[config.mk]
export PLATFORM = sky130hd
export DESIGN_NAME = ex_stage_flat
export DESIGN_NICKNAME = d
export VERILOG_FILES = /design/src/rtl/ex_if.sv /design/src/rtl/ex_stage.sv /design/src/flat_wrapper.sv
export SDC_FILE = /design/constraint.sdc
export NUM_CORES = 2
export LEC_CHECK = 0
export BUFFER_PORTS_ARGS = -buffer_cell sky130_fd_sc_hd__buf_2
export CORE_ASPECT_RATIO = 1.4
export CORE_MARGIN = 1
export CORE_UTILIZATION = 57
export CTS_CLUSTER_SIZE = 10
export DETAILED_ROUTE_END_ITERATION = 10
export PLACE_DENSITY = 0.83
export SYNTH_ARGS = -nofsm -noshare
export SYNTH_HDL_FRONTEND = slang
export SYNTH_SLANG_ARGS = --single-unit
[constraint.sdc]
create_clock -name clk -period 7.3 [get_ports clk]
set_input_delay 0.73 -clock clk [delete_from_list [all_inputs] [get_ports clk]]
set_output_delay 0.73 -clock clk [all_outputs]
set_load 0.05 [all_outputs]
[src/rtl/ex_if.sv]
// ex_if: decode-to-execute operand bundle and execute-to-memory/fetch result bundle
interface ex_if #(
  parameter int CNT_W = 32
);
  logic             valid_f_id;
  logic [31:0]      pc_in_f_id;
  logic [31:0]      pc4_in_f_id;
  logic [5:0]       opcode_f_id;
  logic [31:0]      rs_reg_value_f_id;
  logic [31:0]      rt_reg_value_f_id;
  logic [4:0]       rd_add_value_f_id;
  logic [31:0]      i_data_f_id;
  logic             branch_f_id;
  logic             mem_read_f_id;
  logic             mem_to_reg_f_id;
  logic             mem_write_f_id;
  logic [31:0]      alu_result_2_mem;
  logic [31:0]      store_data_2_mem;
  logic [4:0]       rd_add_2_mem;
  logic             reg_write_2_mem;
  logic             mem_read_2_mem;
  logic             mem_to_reg_2_mem;
  logic             mem_write_2_mem;
  logic             branch_taken_2_if;
  logic [31:0]      branch_target_2_if;
  logic             halted;
  logic [CNT_W-1:0] cnt_arith;
  logic [CNT_W-1:0] cnt_logic;
  logic [CNT_W-1:0] cnt_mem;
  logic [CNT_W-1:0] cnt_ctrl;
  logic [CNT_W-1:0] cnt_total;
  logic [CNT_W-1:0] cnt_taken;
  modport master (
    output valid_f_id, pc_in_f_id, pc4_in_f_id, opcode_f_id, rs_reg_value_f_id,
           rt_reg_value_f_id, rd_add_value_f_id, i_data_f_id, branch_f_id,
           mem_read_f_id, mem_to_reg_f_id, mem_write_f_id,
    input  alu_result_2_mem, store_data_2_mem, rd_add_2_mem, reg_write_2_mem,
           mem_read_2_mem, mem_to_reg_2_mem, mem_write_2_mem, branch_taken_2_if,
           branch_target_2_if, halted, cnt_arith, cnt_logic, cnt_mem, cnt_ctrl,
           cnt_total, cnt_taken
  );
  modport slave (
    input  valid_f_id, pc_in_f_id, pc4_in_f_id, opcode_f_id, rs_reg_value_f_id,
           rt_reg_value_f_id, rd_add_value_f_id, i_data_f_id, branch_f_id,
           mem_read_f_id, mem_to_reg_f_id, mem_write_f_id,
    output alu_result_2_mem, store_data_2_mem, rd_add_2_mem, reg_write_2_mem,
           mem_read_2_mem, mem_to_reg_2_mem, mem_write_2_mem, branch_taken_2_if,
           branch_target_2_if, halted, cnt_arith, cnt_logic, cnt_mem, cnt_ctrl,
           cnt_total, cnt_taken
  );
endinterface

[src/rtl/ex_stage.sv]
// ex_stage: MIPS-lite execute stage with ALU, branch resolution, squash window, halt and statistics
module ex_stage #(
  parameter int FLUSH_DEPTH = 2,
  parameter int CNT_W = 32
) (
  input logic clk,
  input logic reset,
  ex_if.slave bus
);
  localparam int FW = (FLUSH_DEPTH < 1) ? 1 : $clog2(FLUSH_DEPTH + 1);
  localparam logic [5:0] OP_ADD = 6'h00, OP_ADDI = 6'h01, OP_SUB = 6'h02, OP_SUBI = 6'h03;
  localparam logic [5:0] OP_MUL = 6'h04, OP_MULI = 6'h05, OP_OR = 6'h06, OP_ORI = 6'h07;
  localparam logic [5:0] OP_AND = 6'h08, OP_ANDI = 6'h09, OP_XOR = 6'h0A, OP_XORI = 6'h0B;
  localparam logic [5:0] OP_LDW = 6'h0C, OP_STW = 6'h0D, OP_BZ = 6'h0E, OP_BEQ = 6'h0F;
  localparam logic [5:0] OP_JR = 6'h10, OP_HALT = 6'h11;
  logic [5:0]       op;
  logic [31:0]      rs, rt, imm, res;
  logic             eff, is_arith, is_logic, is_mem, is_ctrl, act, taken;
  logic [31:0]      alu_d, alu_q, sd_d, sd_q, tgt_d, tgt_q;
  logic [4:0]       rd_d, rd_q;
  logic             rw_d, rw_q, mr_d, mr_q, mtr_d, mtr_q, mw_d, mw_q;
  logic             bt_d, bt_q, halted_d, halted_q;
  logic [FW-1:0]    flush_d, flush_q;
  logic [CNT_W-1:0] c_ar_d, c_ar_q, c_lo_d, c_lo_q, c_me_d, c_me_q;
  logic [CNT_W-1:0] c_ct_d, c_ct_q, c_to_d, c_to_q, c_tk_d, c_tk_q;
  logic             unused_in;
  assign op  = bus.opcode_f_id;
  assign rs  = bus.rs_reg_value_f_id;
  assign rt  = bus.rt_reg_value_f_id;
  assign imm = bus.i_data_f_id;
  // Branch class comes from the opcode; the decoder's branch flag and PC+4 are redundant here.
  assign unused_in = ^{bus.pc4_in_f_id, bus.branch_f_id};
  always_comb begin
    res = '0;
    case (op)
      OP_ADD:         res = rs + rt;
      OP_ADDI:        res = rs + imm;
      OP_SUB:         res = rs - rt;
      OP_SUBI:        res = rs - imm;
      OP_MUL:         res = rs * rt;
      OP_MULI:        res = rs * imm;
      OP_OR:          res = rs | rt;
      OP_ORI:         res = rs | imm;
      OP_AND:         res = rs & rt;
      OP_ANDI:        res = rs & imm;
      OP_XOR:         res = rs ^ rt;
      OP_XORI:        res = rs ^ imm;
      OP_LDW, OP_STW: res = rs + imm;
      default:        res = '0;
    endcase
  end
  always_comb begin
    eff      = bus.valid_f_id & ~halted_q & (flush_q == '0);
    is_arith = op <= OP_MULI;
    is_logic = (op >= OP_OR) & (op <= OP_XORI);
    is_mem   = (op == OP_LDW) | (op == OP_STW);
    is_ctrl  = (op >= OP_BZ) & (op <= OP_HALT);
    act      = eff & (is_arith | is_logic | is_mem);
    taken    = eff & (((op == OP_BZ) & (rs == '0)) | ((op == OP_BEQ) & (rs == rt)) | (op == OP_JR));
    alu_d    = act ? res : '0;
    sd_d     = (act & (op == OP_STW)) ? rt : '0;
    rd_d     = act ? bus.rd_add_value_f_id : '0;
    rw_d     = act & (op != OP_STW) & (bus.rd_add_value_f_id != '0);
    mr_d     = act & bus.mem_read_f_id;
    mtr_d    = act & bus.mem_to_reg_f_id;
    mw_d     = act & bus.mem_write_f_id;
    bt_d     = taken;
    tgt_d    = taken ? ((op == OP_JR) ? rs : bus.pc_in_f_id + (imm << 2)) : tgt_q;
    flush_d  = taken ? FW'(FLUSH_DEPTH) : ((flush_q != '0) ? flush_q - 1'b1 : '0);
    halted_d = halted_q | (eff & (op == OP_HALT));
    c_ar_d   = c_ar_q + CNT_W'(eff & is_arith);
    c_lo_d   = c_lo_q + CNT_W'(eff & is_logic);
    c_me_d   = c_me_q + CNT_W'(eff & is_mem);
    c_ct_d   = c_ct_q + CNT_W'(eff & is_ctrl);
    c_to_d   = c_to_q + CNT_W'(eff);
    c_tk_d   = c_tk_q + CNT_W'(taken);
  end
  always_ff @(posedge clk) begin
    if (reset) begin
      alu_q    <= '0;
      sd_q     <= '0;
      rd_q     <= '0;
      rw_q     <= 1'b0;
      mr_q     <= 1'b0;
      mtr_q    <= 1'b0;
      mw_q     <= 1'b0;
      bt_q     <= 1'b0;
      tgt_q    <= '0;
      flush_q  <= '0;
      halted_q <= 1'b0;
      c_ar_q   <= '0;
      c_lo_q   <= '0;
      c_me_q   <= '0;
      c_ct_q   <= '0;
      c_to_q   <= '0;
      c_tk_q   <= '0;
    end else begin
      alu_q    <= alu_d;
      sd_q     <= sd_d;
      rd_q     <= rd_d;
      rw_q     <= rw_d;
      mr_q     <= mr_d;
      mtr_q    <= mtr_d;
      mw_q     <= mw_d;
      bt_q     <= bt_d;
      tgt_q    <= tgt_d;
      flush_q  <= flush_d;
      halted_q <= halted_d;
      c_ar_q   <= c_ar_d;
      c_lo_q   <= c_lo_d;
      c_me_q   <= c_me_d;
      c_ct_q   <= c_ct_d;
      c_to_q   <= c_to_d;
      c_tk_q   <= c_tk_d;
    end
  end
  assign bus.alu_result_2_mem   = alu_q;
  assign bus.store_data_2_mem   = sd_q;
  assign bus.rd_add_2_mem       = rd_q;
  assign bus.reg_write_2_mem    = rw_q;
  assign bus.mem_read_2_mem     = mr_q;
  assign bus.mem_to_reg_2_mem   = mtr_q;
  assign bus.mem_write_2_mem    = mw_q;
  assign bus.branch_taken_2_if  = bt_q;
  assign bus.branch_target_2_if = tgt_q;
  assign bus.halted             = halted_q;
  assign bus.cnt_arith          = c_ar_q;
  assign bus.cnt_logic          = c_lo_q;
  assign bus.cnt_mem            = c_me_q;
  assign bus.cnt_ctrl           = c_ct_q;
  assign bus.cnt_total          = c_to_q;
  assign bus.cnt_taken          = c_tk_q;
endmodule

[src/flat_wrapper.sv]
// flat-port wrapper written by rule: the top's interface ports become plain ports
module ex_stage_flat 
#(
  parameter int FLUSH_DEPTH = 2,
  parameter int CNT_W = 32
)
  (clk, reset, bus_valid_f_id, bus_pc_in_f_id, bus_pc4_in_f_id, bus_opcode_f_id, bus_rs_reg_value_f_id, bus_rt_reg_value_f_id, bus_rd_add_value_f_id, bus_i_data_f_id, bus_branch_f_id, bus_mem_read_f_id, bus_mem_to_reg_f_id, bus_mem_write_f_id, bus_alu_result_2_mem, bus_store_data_2_mem, bus_rd_add_2_mem, bus_reg_write_2_mem, bus_mem_read_2_mem, bus_mem_to_reg_2_mem, bus_mem_write_2_mem, bus_branch_taken_2_if, bus_branch_target_2_if, bus_halted, bus_cnt_arith, bus_cnt_logic, bus_cnt_mem, bus_cnt_ctrl, bus_cnt_total, bus_cnt_taken);
  ex_if #(.CNT_W(CNT_W)) bus_i ();
  input logic clk;
  input logic reset;
  input wire logic [$bits(bus_i.valid_f_id)-1:0] bus_valid_f_id;
  input wire logic [$bits(bus_i.pc_in_f_id)-1:0] bus_pc_in_f_id;
  input wire logic [$bits(bus_i.pc4_in_f_id)-1:0] bus_pc4_in_f_id;
  input wire logic [$bits(bus_i.opcode_f_id)-1:0] bus_opcode_f_id;
  input wire logic [$bits(bus_i.rs_reg_value_f_id)-1:0] bus_rs_reg_value_f_id;
  input wire logic [$bits(bus_i.rt_reg_value_f_id)-1:0] bus_rt_reg_value_f_id;
  input wire logic [$bits(bus_i.rd_add_value_f_id)-1:0] bus_rd_add_value_f_id;
  input wire logic [$bits(bus_i.i_data_f_id)-1:0] bus_i_data_f_id;
  input wire logic [$bits(bus_i.branch_f_id)-1:0] bus_branch_f_id;
  input wire logic [$bits(bus_i.mem_read_f_id)-1:0] bus_mem_read_f_id;
  input wire logic [$bits(bus_i.mem_to_reg_f_id)-1:0] bus_mem_to_reg_f_id;
  input wire logic [$bits(bus_i.mem_write_f_id)-1:0] bus_mem_write_f_id;
  output wire logic [$bits(bus_i.alu_result_2_mem)-1:0] bus_alu_result_2_mem;
  output wire logic [$bits(bus_i.store_data_2_mem)-1:0] bus_store_data_2_mem;
  output wire logic [$bits(bus_i.rd_add_2_mem)-1:0] bus_rd_add_2_mem;
  output wire logic [$bits(bus_i.reg_write_2_mem)-1:0] bus_reg_write_2_mem;
  output wire logic [$bits(bus_i.mem_read_2_mem)-1:0] bus_mem_read_2_mem;
  output wire logic [$bits(bus_i.mem_to_reg_2_mem)-1:0] bus_mem_to_reg_2_mem;
  output wire logic [$bits(bus_i.mem_write_2_mem)-1:0] bus_mem_write_2_mem;
  output wire logic [$bits(bus_i.branch_taken_2_if)-1:0] bus_branch_taken_2_if;
  output wire logic [$bits(bus_i.branch_target_2_if)-1:0] bus_branch_target_2_if;
  output wire logic [$bits(bus_i.halted)-1:0] bus_halted;
  output wire logic [$bits(bus_i.cnt_arith)-1:0] bus_cnt_arith;
  output wire logic [$bits(bus_i.cnt_logic)-1:0] bus_cnt_logic;
  output wire logic [$bits(bus_i.cnt_mem)-1:0] bus_cnt_mem;
  output wire logic [$bits(bus_i.cnt_ctrl)-1:0] bus_cnt_ctrl;
  output wire logic [$bits(bus_i.cnt_total)-1:0] bus_cnt_total;
  output wire logic [$bits(bus_i.cnt_taken)-1:0] bus_cnt_taken;
  assign bus_i.valid_f_id = bus_valid_f_id;
  assign bus_i.pc_in_f_id = bus_pc_in_f_id;
  assign bus_i.pc4_in_f_id = bus_pc4_in_f_id;
  assign bus_i.opcode_f_id = bus_opcode_f_id;
  assign bus_i.rs_reg_value_f_id = bus_rs_reg_value_f_id;
  assign bus_i.rt_reg_value_f_id = bus_rt_reg_value_f_id;
  assign bus_i.rd_add_value_f_id = bus_rd_add_value_f_id;
  assign bus_i.i_data_f_id = bus_i_data_f_id;
  assign bus_i.branch_f_id = bus_branch_f_id;
  assign bus_i.mem_read_f_id = bus_mem_read_f_id;
  assign bus_i.mem_to_reg_f_id = bus_mem_to_reg_f_id;
  assign bus_i.mem_write_f_id = bus_mem_write_f_id;
  assign bus_alu_result_2_mem = bus_i.alu_result_2_mem;
  assign bus_store_data_2_mem = bus_i.store_data_2_mem;
  assign bus_rd_add_2_mem = bus_i.rd_add_2_mem;
  assign bus_reg_write_2_mem = bus_i.reg_write_2_mem;
  assign bus_mem_read_2_mem = bus_i.mem_read_2_mem;
  assign bus_mem_to_reg_2_mem = bus_i.mem_to_reg_2_mem;
  assign bus_mem_write_2_mem = bus_i.mem_write_2_mem;
  assign bus_branch_taken_2_if = bus_i.branch_taken_2_if;
  assign bus_branch_target_2_if = bus_i.branch_target_2_if;
  assign bus_halted = bus_i.halted;
  assign bus_cnt_arith = bus_i.cnt_arith;
  assign bus_cnt_logic = bus_i.cnt_logic;
  assign bus_cnt_mem = bus_i.cnt_mem;
  assign bus_cnt_ctrl = bus_i.cnt_ctrl;
  assign bus_cnt_total = bus_i.cnt_total;
  assign bus_cnt_taken = bus_i.cnt_taken;
  ex_stage #(.FLUSH_DEPTH(FLUSH_DEPTH), .CNT_W(CNT_W)) u_core (.clk(clk), .reset(reset), .bus(bus_i));
endmodule
==> flow_summary_export.csv <==
group,metric,value,unit
synthesis,yosysUniqueCellTypes,76,
drt,antenna_left,0,
setup_path,r2r-end,"u_core.bus.cnt_arith[30]",
clock_network,cts_tree,"done",
synthesis,synthCells,5952,
sta,setup_viol,0,
placed_design,numPlacedInstances,7717,
synthesis,ys_async_sr_fraction,0,%
drt,routedWlPerCell,24.6,um
setup_path,critPathKind,"primary input to flop",
setup_path,worstSetupEndpointType,"flop",
global_routing,antenna_found_initial,20,
setup_path,cp.buffers_inverters,6,
setup_path,rr_worst_depth,10,
setup_path,crit_path_max_fanout,13,
floorplanning,initial_core_util,57.7,%
drt,vias_per_cell,6.03,
placed_design,gp_congestion,1.02,
sta,worstMarginPinSlew,1100,ps
drt,first_iter_violations,4217,
synthesis,yosysTopAreaCell,"fa_1",
clock_network,cts_sinks,301,
layout,area_delta_synth_final,15.8,%
setup_path,crit_top_cell,"fa_1",
layout,drive_gt1_share,15.9,%
synthesis,ys_dominant_reg_cell,"dfxtp_1",
setup_path,crit_arrival,7710,ps
worst_hold_path,hp-start,"bus_mem_to_reg_f_id",
setup_path,slowest_stage,"fa_1",
sta,hold_violations,0,
job,drv_cap,0,
synthesis,ys_ff_latch,301,
global_routing,grt_use_total,43.2,%
clock_network,worst_skew_pair.late_latency,600,ps
synthesis,synth-edff-count,0,
sta,fin_crit,7190,ps
sta,clock_skew,37.1,ps
synthesis,syn_avg_cell_area,8.47,um^2
setup_path,r2r-start,"u_core.flush_q[0]",
clock_network,cts_root_buf,"clkbuf_16",
drt,drc,0,
sta,min_period_over_period,98.5,%
sta,drv_slew,0,
setup_path,cp_num_cells,26,
drt,drt_wl_total,192000,um
sta,fin_hold_ws,359,ps
placed_design,placed_area,57000,um^2
synthesis,syn_area,50400,um^2
global_routing,grt_max_degree,96,
status,status,"finished clean",
placed_design,dp_hpwl,155000,um
clock_network,hold_buffers,0,
global_routing,grt-ovfl-total,0,
sta,worst_slack,109,ps
clock_network,clkTransAtPathRegs,60,ps
setup_path,critPathTopFamily,"adder cells",
layout,final_cell_count_no_fill,7791,
drt,firstDrtPassIters,9,
synthesis,yosysWarnings,0,
worst_hold_path,hold_depth,2,
sta,max_freq,0.139,GHz
worst_hold_path,min_to,"u_core.bus.mem_to_reg_2_mem",
clock_network,htree_levels,2,
floorplanning,die_area,89600,um^2
synthesis,synth.top_cells.by_area,"fa_1 33%, dfxtp_1 12%, ha_1 9.1%, and2_1 7.4%, inv_1 6.2%",
global_routing,grt_pass1_vias,49100,
floorplanning,ios,477,
placed_design,portBuffers,443,
floorplanning,die_h,354,um
placed_design,pre_cts_ws,-699,ps
global_routing,grt_first_pass_wirelength,288000,um
synthesis,yosysTopAreaCellShare,32.5,%
setup_path,cp.required,7820,ps
floorplanning,rows,128,
layout,final_area,58400,um^2
clock_network,cts_buffer_depth,3,
sta,relSlewSlack,26.4,%
layout,nets,7953,
floorplanning,dieWidth,253,um
synthesis,synth_nets,7315,
drt,vias,47000,
setup_path,slowest_delay,560,ps
floorplanning,design.core.area,87300,um^2
worst_hold_path,min_path_type,"primary input to flop",
clock_network,numCtsBuffers,39,
synthesis,synth_seq_area_share,12.0,%
setup_path,reg2reg_slack,3670,ps
setup_path,critPathLaunchType,"primary input",
-- sequential cells by signal, summed over array words and instances, names as in the netlist, 2 cells and up --
| register | flops |
|---|---|
| u_core.flush_q | 2 |
| u_core.bus.cnt_mem | 32 |
| u_core.bus.cnt_logic | 32 |
| u_core.bus.cnt_taken | 32 |
| u_core.bus.cnt_arith | 32 |
| u_core.bus.cnt_total | 32 |
| u_core.bus.alu_result_2_mem | 32 |
| u_core.bus.cnt_ctrl | 32 |
| u_core.bus.store_data_2_mem | 32 |
| u_core.bus.rd_add_2_mem | 5 |
| u_core.bus.branch_target_2_if | 32 |
-- cells by family after synthesis --
logic type / after synthesis / share of synthesized area (%)
AND/OR/NAND/NOR: 2141 / 20.9
AO/OA/AOI/OAI: 729 / 9.44
adder cells (fa/ha/maj): 1185 / 41.6
XOR/XNOR: 404 / 7.02
multiplexers: 12 / 0.241
flip-flops: 301 / 12.0
buffers and inverters: 1180 / 8.80
-- layout make-up --
type	instances	area, um^2
multi-input combinational	4471	40100
fill	6913	28900
tap	1170	1460
clock inverter	9	100
timing repair buffer	940	6430
antenna	22	55.1
clock buffer	41	1010
sequential	301	6030
inverter	837	3140
-- cells in the final DEF, fill, tap and decap left out, drive strengths merged, types with 11 or more instances in the layout --
master / Yosys / final
and4: 23 / 23
nand2b: 17 / 17
nor2b: 32 / 32
mux2i: 11 / 11
and3: 51 / 51
a41oi: 11 / 11
nor3: 68 / 68
a221o: 20 / 20
or3: 29 / 29
o21bai: 15 / 15
o21ai: 189 / 189
nand3: 112 / 112
diode: 0 / 22
a31oi: 54 / 54
or2: 11 / 11
o31ai: 14 / 14
nor2: 404 / 404
xnor2: 202 / 202
a221oi: 16 / 16
a21oi: 164 / 164
a32oi: 18 / 18
ha: 366 / 366
buf: 23 / 940
clkbuf: 320 / 41
dfxtp: 301 / 301
inv: 836 / 839
fa: 819 / 819
a211oi: 30 / 30
and2: 600 / 600
nand2: 697 / 697
nand4: 49 / 49
nor4: 17 / 17
a21o: 58 / 58
o21a: 24 / 24
a311oi: 21 / 21
xor2: 202 / 202
o211ai: 12 / 12
-- stage by stage --
stage,utilization (%),setup TNS (ps)
floorplan,-,-44.8
global placement,65.3,-5770
detailed placement,65.3,-7450
CTS,66.6,0
global route,66.8,-51.9
finish,66.9,0
-- cells in the mapped netlist, types with 30 or more instances --
cell        n
a211oi_1   30
and3_1     51
nor3_1     68
nand2_1   697
inv_1     836
nand3_1   112
o21ai_0   187
a31oi_1    54
xnor2_1   202
a21o_1     58
ha_1      366
clkbuf_1  320
nor2b_1    32
nand4_1    49
and2_1    599
fa_1      819
a21oi_1   164
dfxtp_1   301
xor2_1    202
nor2_1    404
-- metal layers --
| layer | track usage [%] | up-vias | wire length, um |
|---|---|---|---|
| met3 | 11.4 | 1057 | 19700 |
| met5 | 0 | - | 28 |
| li1 | - | 20100 | - |
| met2 | 69.0 | 2790 | 87800 |
| met4 | 44.0 | 4 | 23500 |
| met1 | 44.9 | 23000 | 60800 |
-- how the worst max path moves through the flow --
stage / endpoint / slack, ps / start
5_1_grt: u_core.bus.alu_result_2_mem[31] / -20 / bus_rs_reg_value_f_id[8]
6_report: u_core.bus.alu_result_2_mem[31] / 110 / bus_i_data_f_id[2]
2_1_floorplan: u_core.bus.alu_result_2_mem[30] / -30 / bus_rs_reg_value_f_id[9]
3_5_place_dp: u_core.bus.alu_result_2_mem[31] / -700 / bus_rs_reg_value_f_id[11]
3_3_place_gp: u_core.bus.alu_result_2_mem[28] / -540 / bus_rs_reg_value_f_id[13]
4_1_cts: u_core.bus.alu_result_2_mem[31] / 6 / bus_rs_reg_value_f_id[11]
-- repair_timing --
item	CTS	global route
setup buffers	0	2
endpoints found under the setup margin	5	12
pin swaps	1	31
endpoints found under the hold margin	0	0
cloned	0	0
gates resized for setup	5	59
Power is not shown: default switching activity piles up to over one toggle a cycle in this logic, so the estimate is an artifact.
